<file path="config.mk">
export PLATFORM = sky130hd
export DESIGN_NAME = queue_calc_ctrl
export DESIGN_NICKNAME = d
export VERILOG_FILES = /design/src/rtl/queue_calc_pkg.sv /design/src/rtl/queue_calc_ctrl.sv
export SDC_FILE = /design/constraint.sdc
export NUM_CORES = 1
export LEC_CHECK = 0
export CAP_MARGIN = 20
export CORE_ASPECT_RATIO = 1.75
export CORE_UTILIZATION = 45
export CTS_BUF_LIST = sky130_fd_sc_hd__clkbuf_8
export DETAILED_ROUTE_END_ITERATION = 10
export PLACE_DENSITY_LB_ADDON = 0.15
export SETUP_SLACK_MARGIN = 0.05
export SYNTH_ARGS = -nofsm -noshare
export SYNTH_HDL_FRONTEND = slang
export SYNTH_SLANG_ARGS = --single-unit
</file>
<file path="constraint.sdc">
create_clock -name clk -period 4.13 [get_ports clk]
set_input_delay 0.413 -clock clk [delete_from_list [all_inputs] [get_ports clk]]
set_output_delay 0.413 -clock clk [all_outputs]
set_load 0.01 [all_outputs]
</file>
<file path="src/rtl/queue_calc_pkg.sv">
// ---------------------------------------------------------------------------
// queue_calc_pkg
// Definitions shared by the queue calculator blocks: the controller, the
// operand queue and the ALU.
//   - Opcodes: the command opcodes plus the ALU NOP code.
//   - Response error codes.
//   - Controller state enum.
//   - Small opcode classification helpers.
// ---------------------------------------------------------------------------
package queue_calc_pkg;

  localparam logic [3:0] OP_PUSH = 4'b0000;
  localparam logic [3:0] OP_POP  = 4'b0001;
  localparam logic [3:0] OP_ADD  = 4'b0010;
  localparam logic [3:0] OP_MUL  = 4'b0011;
  localparam logic [3:0] OP_SUB  = 4'b0100;
  localparam logic [3:0] OP_DIV  = 4'b0101;
  localparam logic [3:0] OP_REM  = 4'b0110;
  localparam logic [3:0] OP_NOP  = 4'b1111;

  localparam logic [1:0] ERR_OK    = 2'd0;
  localparam logic [1:0] ERR_EMPTY = 2'd1;
  localparam logic [1:0] ERR_FULL  = 2'd2;
  localparam logic [1:0] ERR_CALC  = 2'd3;

  typedef enum logic [2:0] {
    ST_IDLE,
    ST_DECODE,
    ST_POP_A,
    ST_POP_B,
    ST_EXEC,
    ST_WRITE,
    ST_RESP
  } state_t;

  // Legal opcodes are the contiguous range PUSH..REM.
  function automatic logic op_is_legal(input logic [3:0] op);
    return (op <= OP_REM);
  endfunction

  // Two-operand ALU commands.
  function automatic logic op_is_binary(input logic [3:0] op);
    return (op == OP_ADD) || (op == OP_MUL) || (op == OP_SUB) ||
           (op == OP_DIV) || (op == OP_REM);
  endfunction

endpackage

</file>
<file path="src/rtl/queue_calc_ctrl.sv">
// ---------------------------------------------------------------------------
// queue_calc_ctrl
// Sequencer for the queue calculator. It accepts one command at a time and
// is the only agent that strobes the operand queue. Binary commands pop two
// operands, present them to the external combinational ALU, and push the
// result back. Every accepted command ends with a one-cycle response.
//
// Ports
//   clk, rst        clock, synchronous active-high reset
//   cmd_*           command handshake (cmd_ready high only in IDLE)
//   rsp_*           one-cycle response pulse with status and data
//   q_push/q_pop    queue strobes; q_wdata is the push data
//   q_rdata/q_empty/q_full/q_count   queue head and occupancy
//   alu_opcode      opcode to the ALU (NOP outside EXEC)
//   alu_operands    {opb, opa}
//   alu_result/alu_err   combinational ALU outputs
//   busy            high whenever a command is in flight
//   err_cnt         count of errored responses, saturating at 255
// ---------------------------------------------------------------------------
module queue_calc_ctrl
  import queue_calc_pkg::*;
#(
  parameter int DEPTH = 8,
  parameter int CW    = $clog2(DEPTH) + 1
) (
  input  logic          clk,
  input  logic          rst,
  input  logic          cmd_valid,
  output logic          cmd_ready,
  input  logic [3:0]    cmd_op,
  input  logic [7:0]    cmd_val,
  output logic          rsp_valid,
  output logic [1:0]    rsp_err,
  output logic [7:0]    rsp_data,
  output logic          q_push,
  output logic          q_pop,
  output logic [7:0]    q_wdata,
  input  logic [7:0]    q_rdata,
  input  logic          q_empty,
  input  logic          q_full,
  input  logic [CW-1:0] q_count,
  output logic [3:0]    alu_opcode,
  output logic [15:0]   alu_operands,
  input  logic [7:0]    alu_result,
  input  logic          alu_err,
  output logic          busy,
  output logic [7:0]    err_cnt
);

  localparam logic [CW-1:0] DEPTH_C = CW'(DEPTH);

  state_t     state_reg, state_next;
  logic [3:0] op_reg;
  logic [7:0] val_reg;
  logic [7:0] opa_reg;
  logic [7:0] opb_reg;
  logic [7:0] res_reg;
  logic [1:0] err_reg;
  logic [7:0] data_reg;
  logic [7:0] err_cnt_reg;

  logic [1:0] decode_err;
  logic       calc_err;
  logic       queue_full;

  // Treat the queue as full on either the flag or the count, so a PUSH can
  // never overrun even if the two disagree for a cycle.
  assign queue_full = q_full || (q_count >= DEPTH_C);

  always_comb begin
    decode_err = ERR_OK;
    if (!op_is_legal(op_reg)) begin
      decode_err = ERR_CALC;
    end else if (op_reg == OP_PUSH) begin
      if (queue_full) decode_err = ERR_FULL;
    end else if (op_reg == OP_POP) begin
      if (q_empty) decode_err = ERR_EMPTY;
    end else if (q_count < CW'(2)) begin
      decode_err = ERR_EMPTY;
    end
  end

  // Divide-by-zero is checked locally as well as via the ALU flag.
  assign calc_err = alu_err ||
                    (((op_reg == OP_DIV) || (op_reg == OP_REM)) && (opb_reg == 8'd0));

  always_ff @(posedge clk) begin
    if (rst) state_reg <= ST_IDLE;
    else     state_reg <= state_next;
  end

  always_comb begin
    state_next = state_reg;
    cmd_ready  = 1'b0;
    busy       = 1'b1;
    q_push     = 1'b0;
    q_pop      = 1'b0;
    q_wdata    = 8'd0;
    alu_opcode = OP_NOP;
    rsp_valid  = 1'b0;
    rsp_err    = ERR_OK;
    rsp_data   = 8'd0;
    case (state_reg)
      ST_IDLE: begin
        cmd_ready = 1'b1;
        busy      = 1'b0;
        if (cmd_valid) state_next = ST_DECODE;
      end
      ST_DECODE: begin
        if (decode_err != ERR_OK)   state_next = ST_RESP;
        else if (op_reg == OP_PUSH) state_next = ST_WRITE;
        else                        state_next = ST_POP_A;
      end
      ST_POP_A: begin
        q_pop      = 1'b1;
        state_next = (op_reg == OP_POP) ? ST_RESP : ST_POP_B;
      end
      ST_POP_B: begin
        q_pop      = 1'b1;
        state_next = ST_EXEC;
      end
      ST_EXEC: begin
        alu_opcode = op_reg;
        state_next = calc_err ? ST_RESP : ST_WRITE;
      end
      ST_WRITE: begin
        q_push     = 1'b1;
        q_wdata    = (op_reg == OP_PUSH) ? val_reg : res_reg;
        state_next = ST_RESP;
      end
      ST_RESP: begin
        rsp_valid  = 1'b1;
        rsp_err    = err_reg;
        rsp_data   = data_reg;
        state_next = ST_IDLE;
      end
      default: state_next = ST_IDLE;
    endcase
    // A reset cycle aborts the command: no strobe or response may escape.
    if (rst) begin
      q_push    = 1'b0;
      q_pop     = 1'b0;
      rsp_valid = 1'b0;
    end
  end

  // Operand, result and status registers.
  always_ff @(posedge clk) begin
    if (rst) begin
      op_reg      <= OP_NOP;
      val_reg     <= 8'd0;
      opa_reg     <= 8'd0;
      opb_reg     <= 8'd0;
      res_reg     <= 8'd0;
      err_reg     <= ERR_OK;
      data_reg    <= 8'd0;
      err_cnt_reg <= 8'd0;
    end else begin
      case (state_reg)
        ST_IDLE: begin
          if (cmd_valid) begin
            op_reg   <= cmd_op;
            val_reg  <= cmd_val;
            err_reg  <= ERR_OK;
            data_reg <= 8'd0;
          end
        end
        ST_DECODE: begin
          err_reg <= decode_err;
          if ((decode_err == ERR_OK) && (op_reg == OP_PUSH)) data_reg <= val_reg;
        end
        ST_POP_A: begin
          opa_reg  <= q_rdata;
          data_reg <= q_rdata;  // POP response; binary ops overwrite in EXEC
        end
        ST_POP_B: opb_reg <= q_rdata;
        ST_EXEC: begin
          res_reg <= alu_result;
          if (calc_err) begin
            err_reg  <= ERR_CALC;
            data_reg <= 8'd0;
          end else begin
            data_reg <= alu_result;
          end
        end
        ST_RESP: begin
          if ((err_reg != ERR_OK) && (err_cnt_reg != 8'hFF))
            err_cnt_reg <= err_cnt_reg + 8'd1;
        end
        default: ;
      endcase
    end
  end

  assign alu_operands = {opb_reg, opa_reg};
  assign err_cnt      = err_cnt_reg;

endmodule

</file>
**Yosys cells after proc, flatten, opt, wreduce, memory -nomap -nowiden**

Cells that the tools add are included.
Widths: inputs -> output; s select.

- Add/sub/neg operators: 1
- Multiply operators: 0
- Divide/modulo/power cells: 0
- Magnitude comparators: 3
- Eq/ne operators: 13
- Shift-type cells: 0
- Mux-type cells: 32
- Bitwise gates (word level): 0
- Reduce and logical (&&, ||, !) cells: 19

Operators by type and width:

| operator | count |
|---|---|
| $mux 8 | 6 |
| $pmux 8 s4 | 1 |
| $pmux 3 s6 | 1 |
| $mux 2 | 8 |
| $mux 3 | 4 |
| $mux 1 | 10 |
| $eq 3x3->1 const B | 3 |
| $add 8x1->8 const B | 1 |
| $eq 4x3->1 const B | 2 |
| $logic_not 8->1 | 1 |
| $ne 8x8->1 const B | 1 |
| $eq 3x2->1 const B | 2 |
| $ne 2x2->1 const B | 3 |
| $pmux 2 s3 | 1 |
| $reduce_and 3->1 | 2 |
| $eq 4x1->1 const B | 1 |
| $ge 4x4->1 const B | 1 |
| $le 4x3->1 const B | 1 |
| $logic_not 4->1 | 1 |
| $lt 4x2->1 const B | 1 |
| $mux 4 | 1 |
| $reduce_and 2->1 | 2 |
| $reduce_bool 2->1 | 2 |
| $reduce_bool 4->1 | 1 |
| other kinds (7) | 11 |

- Register bits after elaboration: 57
- Latch bits: 0
- Memory bits (writable): 0
- Memory bits (read-only): 0
- Input port bits: 38
- Output and inout bits: 51
- Word-level logic and storage cells: 77
- Memories kept: 0

**Longest topological paths before layout**

- Depth after elaboration: 9
- Depth in mapped cells: 7
- Depth with buffers taken out: 5

**Worst setup path before layout**

No wires, ideal clock.

- Path type: input -> output
- Start point: in rst
- End point: out q_push
- Arrival: 1310 ps
- Data required time: 3717 ps
- Slack: 2407 ps
- Cell stages on the path: 4
- Path buffers: 3
- Cells stage by stage: clkbuf_1 clkbuf_1 buf_1 nor2_1

- Cells in the longest elaborated chain, start to end: 1

Ends and longest elaborated chain:

| what | RTL line | RTL |
|---|---|---|
| start, declared | queue_calc_ctrl.sv:27 | `input logic rst,` |
| $mux 1 | queue_calc_ctrl.sv:140 | `if (rst) begin` |
| end, declared | queue_calc_ctrl.sv:35 | `output logic q_push,` |

No other way between the ends.

**Final worst setup path**

- Start point: reg op_reg[0]
- End point: out q_wdata[2]

- Cells in the longest elaborated chain, start to end: 3

Ends and longest elaborated chain:

| what | RTL line | RTL |
|---|---|---|
| start, declared | queue_calc_ctrl.sv:53 | `logic [3:0] op_reg;` |
| start signal, assigned | queue_calc_ctrl.sv:162 | `op_reg <= cmd_op;` |
| $logic_not 4->1 | queue_calc_ctrl.sv:128 | `q_wdata = (op_reg == OP_PUSH) ? val_reg : res_reg;` |
| $mux 8 | queue_calc_ctrl.sv:128 |  |
| $mux 8 | queue_calc_ctrl.sv:103 | `case (state_reg)` |
| end, declared | queue_calc_ctrl.sv:37 | `output logic [7:0] q_wdata,` |

No other way between the ends.

==> impl_metrics.toml <==
[pwr]
p_switching_mw = 0.776
peakVddDrop_uv = 389
power_leakage_nw = 1.39
internal_power_mw = 1.36
combPwrFrac_pct = 34.3
clockPowerShare_pct = 26.6
swShare_pct = 36.3
powerDensity_nw_per_um2 = 550
seqPwrFrac_pct = 39.1

[cts]
insertion_delay_ns = 0.33
cts.clk_slew.worst_paths_ns = 0.07
post-cts-setup-buffers = 0
cts_tree = "yes"
h-tree-depth = 3
clkSinkCount = 57
post_cts_resized = 0
holdBufCountCts = 0
cts_buffers = 9
cts.path.max_buffers = 2
cts-root-buf = "clkbuf_8"

[layout]
nNetsFinal = 470
area_growth_pct = 38.8
fill_cells = 536
final_cell_mix = "87 x clkdlybuf4s50_1, 84 x nand2_1, 57 x dfxtp_1"
drive_gt1_share_pct = 6.19
layout_commonest_cell = "clkdlybuf4s50_1"
stdcell_count = 514
utilization_pct = 65.5
num_antenna_cells = 0
stdcell_area_um2 = 3880

[setup_path]
rr_worst_depth = 4
end_kind = "output port"
cp.required_ns = 3.72
critPathKind = "flip-flop to output port"
r2r-end = "data_reg[7]"
critPathBufInv = 1
critPathMaxStageDelay_ns = 0.91
path_max_fanout = 12
crit_cells = 4
rr_startpoint = "op_reg[0]"
start_kind = "flip-flop"
cp.arrival_ns = 2.54
rrSetupSlack_ns = 1.71
crit_path_start = "op_reg[0]"
crit_end = "q_wdata[2]"
crit_chain = "nor4_2 -> nand2_1 -> a21oi_1 -> clkdlybuf4s50_1"
critPathTopFamily = "simple AND/OR/NAND/NOR gates"
slowest_stage = "nor4_2"

[place]
dp.cells = 498
dp_hpwl_mm = 5.89
io_buffers = 87
gp_congestion = 0.909
postPlaceCellArea_um2 = 3660

[drt]
drt_pass1_iterations = 4
drt-total-wl_mm = 7.84
wl_per_cell_um = 15.3
drtIter0Drc = 150
vias = 2851
ant_nets = 0
drc = 0
avgViaCountPerCell = 5.55

[logic_synthesis]
synth-seq-cells = 57
syn-num-nets = 395
synth_cell_type_count = 58
synth-edff-count = 0
netlist_area_um2 = 2800
synthCells = 356
synthFlopType = "dfxtp_1"
yosysWarnings = 0
yosysSeqAreaShare_pct = 40.8
syn_avg_cell_area_um2 = 7.86
synthArstFlopShare_pct = 0

[floorplanning]
die_width_um = 61.6
die_h_um = 106
fp-row-count = 37
ios = 89
core_um2 = 5930
die-area_um2 = 6550
initial_utilization_pct = 47.2

[global_route]
grt_pass1_vias = 2722
grt_max_degree = 38
antenna_found_initial = 0
grt_pass1_wl_mm = 12.7
grt-ovfl-total = 0
grtUsageTotal_pct = 26.0

[timing]
finalMaxSlewViolations = 0
rsz0062_at_grt = "no"
fmax_ghz = 0.339
max_slew_margin_pct = 32.0
tns_ns = 0
finalHoldViolations = 0
worst_slew_pin_slew_ns = 1.01
finalSetupViolCount = 0
finalWorstPathRequiredPeriod_ns = 2.95
skew_ns = 0.00700
finalCritPeriodShare_pct = 71.4

[worst_hold_path]
hold_class = "flip-flop to flip-flop"
hold_start = "opa_reg[3]"

[status]
status = "finished clean"

[run]
cap_viol_max_count = 0
[power groups by stage]
stage | clock network (mW) | registers [mW] | logic, mW
floorplan | 0 | 0.754 | 0.594
global placement | 0 | 0.839 | 0.715
detailed placement | 0 | 0.844 | 0.730
CTS | 0.574 | 0.832 | 0.734
global route | 0.602 | 0.856 | 0.808
finish | 0.567 | 0.836 | 0.733
[synth_stat cells (5+ instances only)]
cell | count | area (um2)
a21oi_1 | 37 | 185
a22oi_1 | 7 | 52.6
a311oi_1 | 7 | 61.3
and2_1 | 9 | 56.3
buf_2 | 7 | 35.0
buf_4 | 5 | 37.5
clkbuf_1 | 10 | 37.5
dfxtp_1 | 57 | 1140
inv_1 | 5 | 18.8
mux2i_1 | 9 | 90.1
nand2_1 | 84 | 315
nand2b_1 | 5 | 31.3
nand3_1 | 16 | 80.1
nor2_1 | 22 | 82.6
nor3_1 | 12 | 60.1
o21ai_0 | 6 | 30.0
[stage by stage]
| stage | power [mW] | hold slack (ns) | worst slack (ns) |
|---|---|---|---|
| detailed placement | 1.57 | 0.445 | 1.48 |
| CTS | 2.14 | 0.455 | 1.11 |
| finish | 2.14 | 0.453 | 1.18 |
| global placement | 1.55 | 0.441 | 1.53 |
| floorplan | 1.35 | 0.437 | 2.41 |
| global route | 2.27 | 0.478 | 0.962 |
[cell type report]
| class | instances | area [um2] | area share, % |
|---|---|---|---|
| timing repair buffer | 90 | 893 | 23.0 |
| inverter | 6 | 22.5 | 0.580 |
| multi-input combinational | 267 | 1500 | 38.7 |
| sequential | 57 | 1140 | 29.4 |
| tap | 78 | 97.6 | 2.51 |
| clock inverter | 3 | 46.3 | 1.19 |
| clock buffer | 13 | 179 | 4.61 |
[kinds of logic after synthesis]
family / after synthesis / synth area share (%)
compound gates: 81 / 18.9
xor+xnor: 2 / 0.627
fa+ha+maj: 1 / 0.447
buf+inv: 32 / 5.64
flops: 57 / 40.8
mux: 10 / 3.62
simple gates: 173 / 30.0
[worst register-to-register path: cells and delay by family, from the launching register on]
family	cells	cell delay, ns
and+or+nand+nor	3	1.75
DFF	1	0.40
AOI/OAI and AO/OA	1	0.22
[worst min-delay path by stage]
stage                             to  slack, ns  cells after the start
after floorplan           res_reg[0]       0.44                      2
after global placement    opa_reg[5]       0.44                      2
after detailed placement  opa_reg[6]       0.45                      2
after CTS                 opa_reg[6]       0.45                      2
after global routing      res_reg[3]       0.48                      2
final                     opa_reg[3]       0.45                      2
[routing by layer]
metal	wire length [um]	global-route usage, %
met3	411	4.87
met2	3870	41.3
met4	314	15.4
met5	0	0
met1	3240	31.2
Note: power is estimated with default switching activity, not from simulation.
==> RTL edit, RTL diff (same settings) <==
`DEPTH`: 8 -> 16.
--- a/src/rtl/queue_calc_ctrl.sv
+++ b/src/rtl/queue_calc_ctrl.sv
@@ -20,7 +20,7 @@
 module queue_calc_ctrl
   import queue_calc_pkg::*;
 #(
-  parameter int DEPTH = 8,
+  parameter int DEPTH = 16,
   parameter int CW    = $clog2(DEPTH) + 1
 ) (
   input  logic          clk,
Ports: changed (resized q_count); port bits go from 89 to 90. No check against the original RTL was run, so the function may have changed too.
==> RTL edit against the original RTL <==
- sequential power decreased by 1%
- wire length grew 5.5%
- count of clock-buffer cells in the layout fell by 3
- via count up 2.1%
- setup slack better by 0.028 ns
- design area grew 1.7%
- worst hold slack gained 0.010 ns
- power down 2.3%
- register-to-register slack worse by 0.44 ns
- first-iteration DRC count up 15%
- sequential cell count is the same
- synthesized area grew 4.0%
- synthesized cell count increased by 3.4%
- critical path depth is 1 lower
==> RTL edit: results (changes against the original RTL) <==
metric	value	unit	change
H-tree level count	3		unchanged
pin count of the biggest net entering global routing	46		was 38
GRT Util Overall	25.83	%	was 25.98%
clock skew	0.007577	ns	was 0.007003 ns
hold_ws	0.4631	ns	was 0.4531 ns
GPL Wtd Cong	0.8216		was 0.9091
ranking of synthesized cells by area	dfxtp_1 39%, nand2_1 9.2%, a21oi_1 7.2%		was dfxtp_1 41%, nand2_1 11%, a21oi_1 6.6%
VDD IR max	0.2879	mV	was 0.3891 mV
post-CTS setup buffer count	0		unchanged
Final HPWL DP	6063	um	was 5893 um
Clock transition at path regs	0.06	ns	
vias post-DR	2912		was 2,851
Skew-Pair Late Insertion Delay	0.35	ns	was 0.33 ns
Hold Path End	res_reg[5]		was opa_reg[3]
CTS max path bufs	2		unchanged
Post-synth top cells	71 x nand2_1, 57 x dfxtp_1, 42 x a21oi_1		was 84 x nand2_1, 57 x dfxtp_1, 37 x a21oi_1
Diodes inserted	0		unchanged
Leakage	1.465	nW	was 1.390 nW
sequential share of the synthesized area	39.24	%	was 40.81%
R2R cell count	5		was 4
1st-pass router iterations	4		unchanged
CP Data Arrival Time	2.51	ns	was 2.54 ns
Nets	479		was 470
Synth cell types	52		was 58
port bufs	88		was 87
Cell Count Post-Placement	508		was 498
r2r endpoint	opa_reg[5]		was data_reg[7]
FF-to-FF Start	state_reg[1]		was op_reg[0]
Slowest cell on crit path	dfxtp_1		was nor4_2
Cells after Synth	368		was 356
relative slew slack	33.18	%	was 32.05%
clk root buf	clkbuf_8		unchanged
Num CTS Buffers	9		unchanged
antenna violations before repair	0		unchanged
First DRT Iteration DRCs	172		was 150
wire per inst	15.79	um	was 15.25 um
DR vias/cell	5.557		was 5.547
fraction of layout cells with a size suffix above 1	7.207	%	was 6.193%
vias in the first global route	2816		was 2,722
Hold WC Path Type	reg -> reg		unchanged
status	complete, no violations		unchanged
Primary FF master, synth	dfxtp_1		unchanged
syn_nets	408		was 395
synth warn	0		unchanged
Hold Crit Depth	2		unchanged
Max stage delay on crit path	0.85	ns	was 0.91 ns
first-pass GRT wire length	13350	um	was 12,700 um
post-CTS resize count	0		unchanged
reg2reg setup slack	1.27	ns	was 1.71 ns
CP max FO	26		was 12
total of max-cap violations	0		unchanged
Hold Crit Start	res_reg[5]		was opa_reg[3]
-- RTL edit: through the flow --
stage	cell area (um^2)	utilization, %
floorplan	2908	-
global placement	3760	60.37
detailed placement	3760	60.37
CTS	3949	63.40
global route	3949	63.40
finish	3949	63.40
-- RTL edit: how the worst max path moves through the flow --
stage | start | end | slack, ns | cells past startpoint
after global placement | state_reg[1] | opa_reg[4] | 1.35 | 5
after global routing | state_reg[2] | alu_opcode[0] | 0.97 | 3
final | state_reg[2] | alu_opcode[1] | 1.21 | 3
after floorplan | state_reg[2] | q_wdata[0] | 2.25 | 5
after detailed placement | state_reg[1] | opa_reg[5] | 1.31 | 5
after CTS | state_reg[2] | alu_opcode[2] | 1.20 | 3
-- RTL edit: cell families (layout without fill, tap and decap cells) --
| family | after synthesis | count (layout) | synth area share, % |
|---|---|---|---|
| flip-flops | 57 | 57 | 39.24 |
| XOR/XNOR | 2 | 2 | 0.6025 |
| multiplexers | 11 | 11 | 3.830 |
| AND/OR/NAND/NOR | 174 | 174 | 30.38 |
| adder cells (fa/ha/maj) | 1 | 1 | 0.4302 |
| AO/OA/AOI/OAI | 87 | 87 | 19.54 |
| buffers and inverters | 36 | 112 | 5.981 |
-- RTL edit: per-layer routing --
layer / up-vias / share of wire [%] / GRT usage [%]
li1: 1450 / - / -
met1: 1348 / 39 / 26.90
met2: 95 / 53 / 46.89
met3: 19 / 5.1 / 7.068
met4: 0 / 3.0 / 13.12
met5: - / 0 / 0
-- RTL edit: power by group --
| part | switching [W] | total (W) | internal (W) |
|---|---|---|---|
| sequential | 0.000161 | 0.000827 | 0.000666 |
| combinational | 0.000395 | 0.000755 | 0.000360 |
| clock | 0.000218 | 0.000504 | 0.000286 |
| total | 0.000774 | 0.00209 | 0.00131 |
-- RTL edit: final cells by class --
type	instances	area [um^2]
clock inverter	6	51.30
timing repair buffer	92	910.9
tap	80	100.1
clock buffer	10	137.6
inverter	4	15.01
multi-input combinational	275	1593
fill	592	2280
sequential	57	1141
-- RTL edit: critical path: cells and delay by family, from the launching register on --
family / cells / cell delay [ns]
buffers and inverters: 1 / 0.50
flip-flops: 1 / 0.85
AND/OR/NAND/NOR: 2 / 0.81
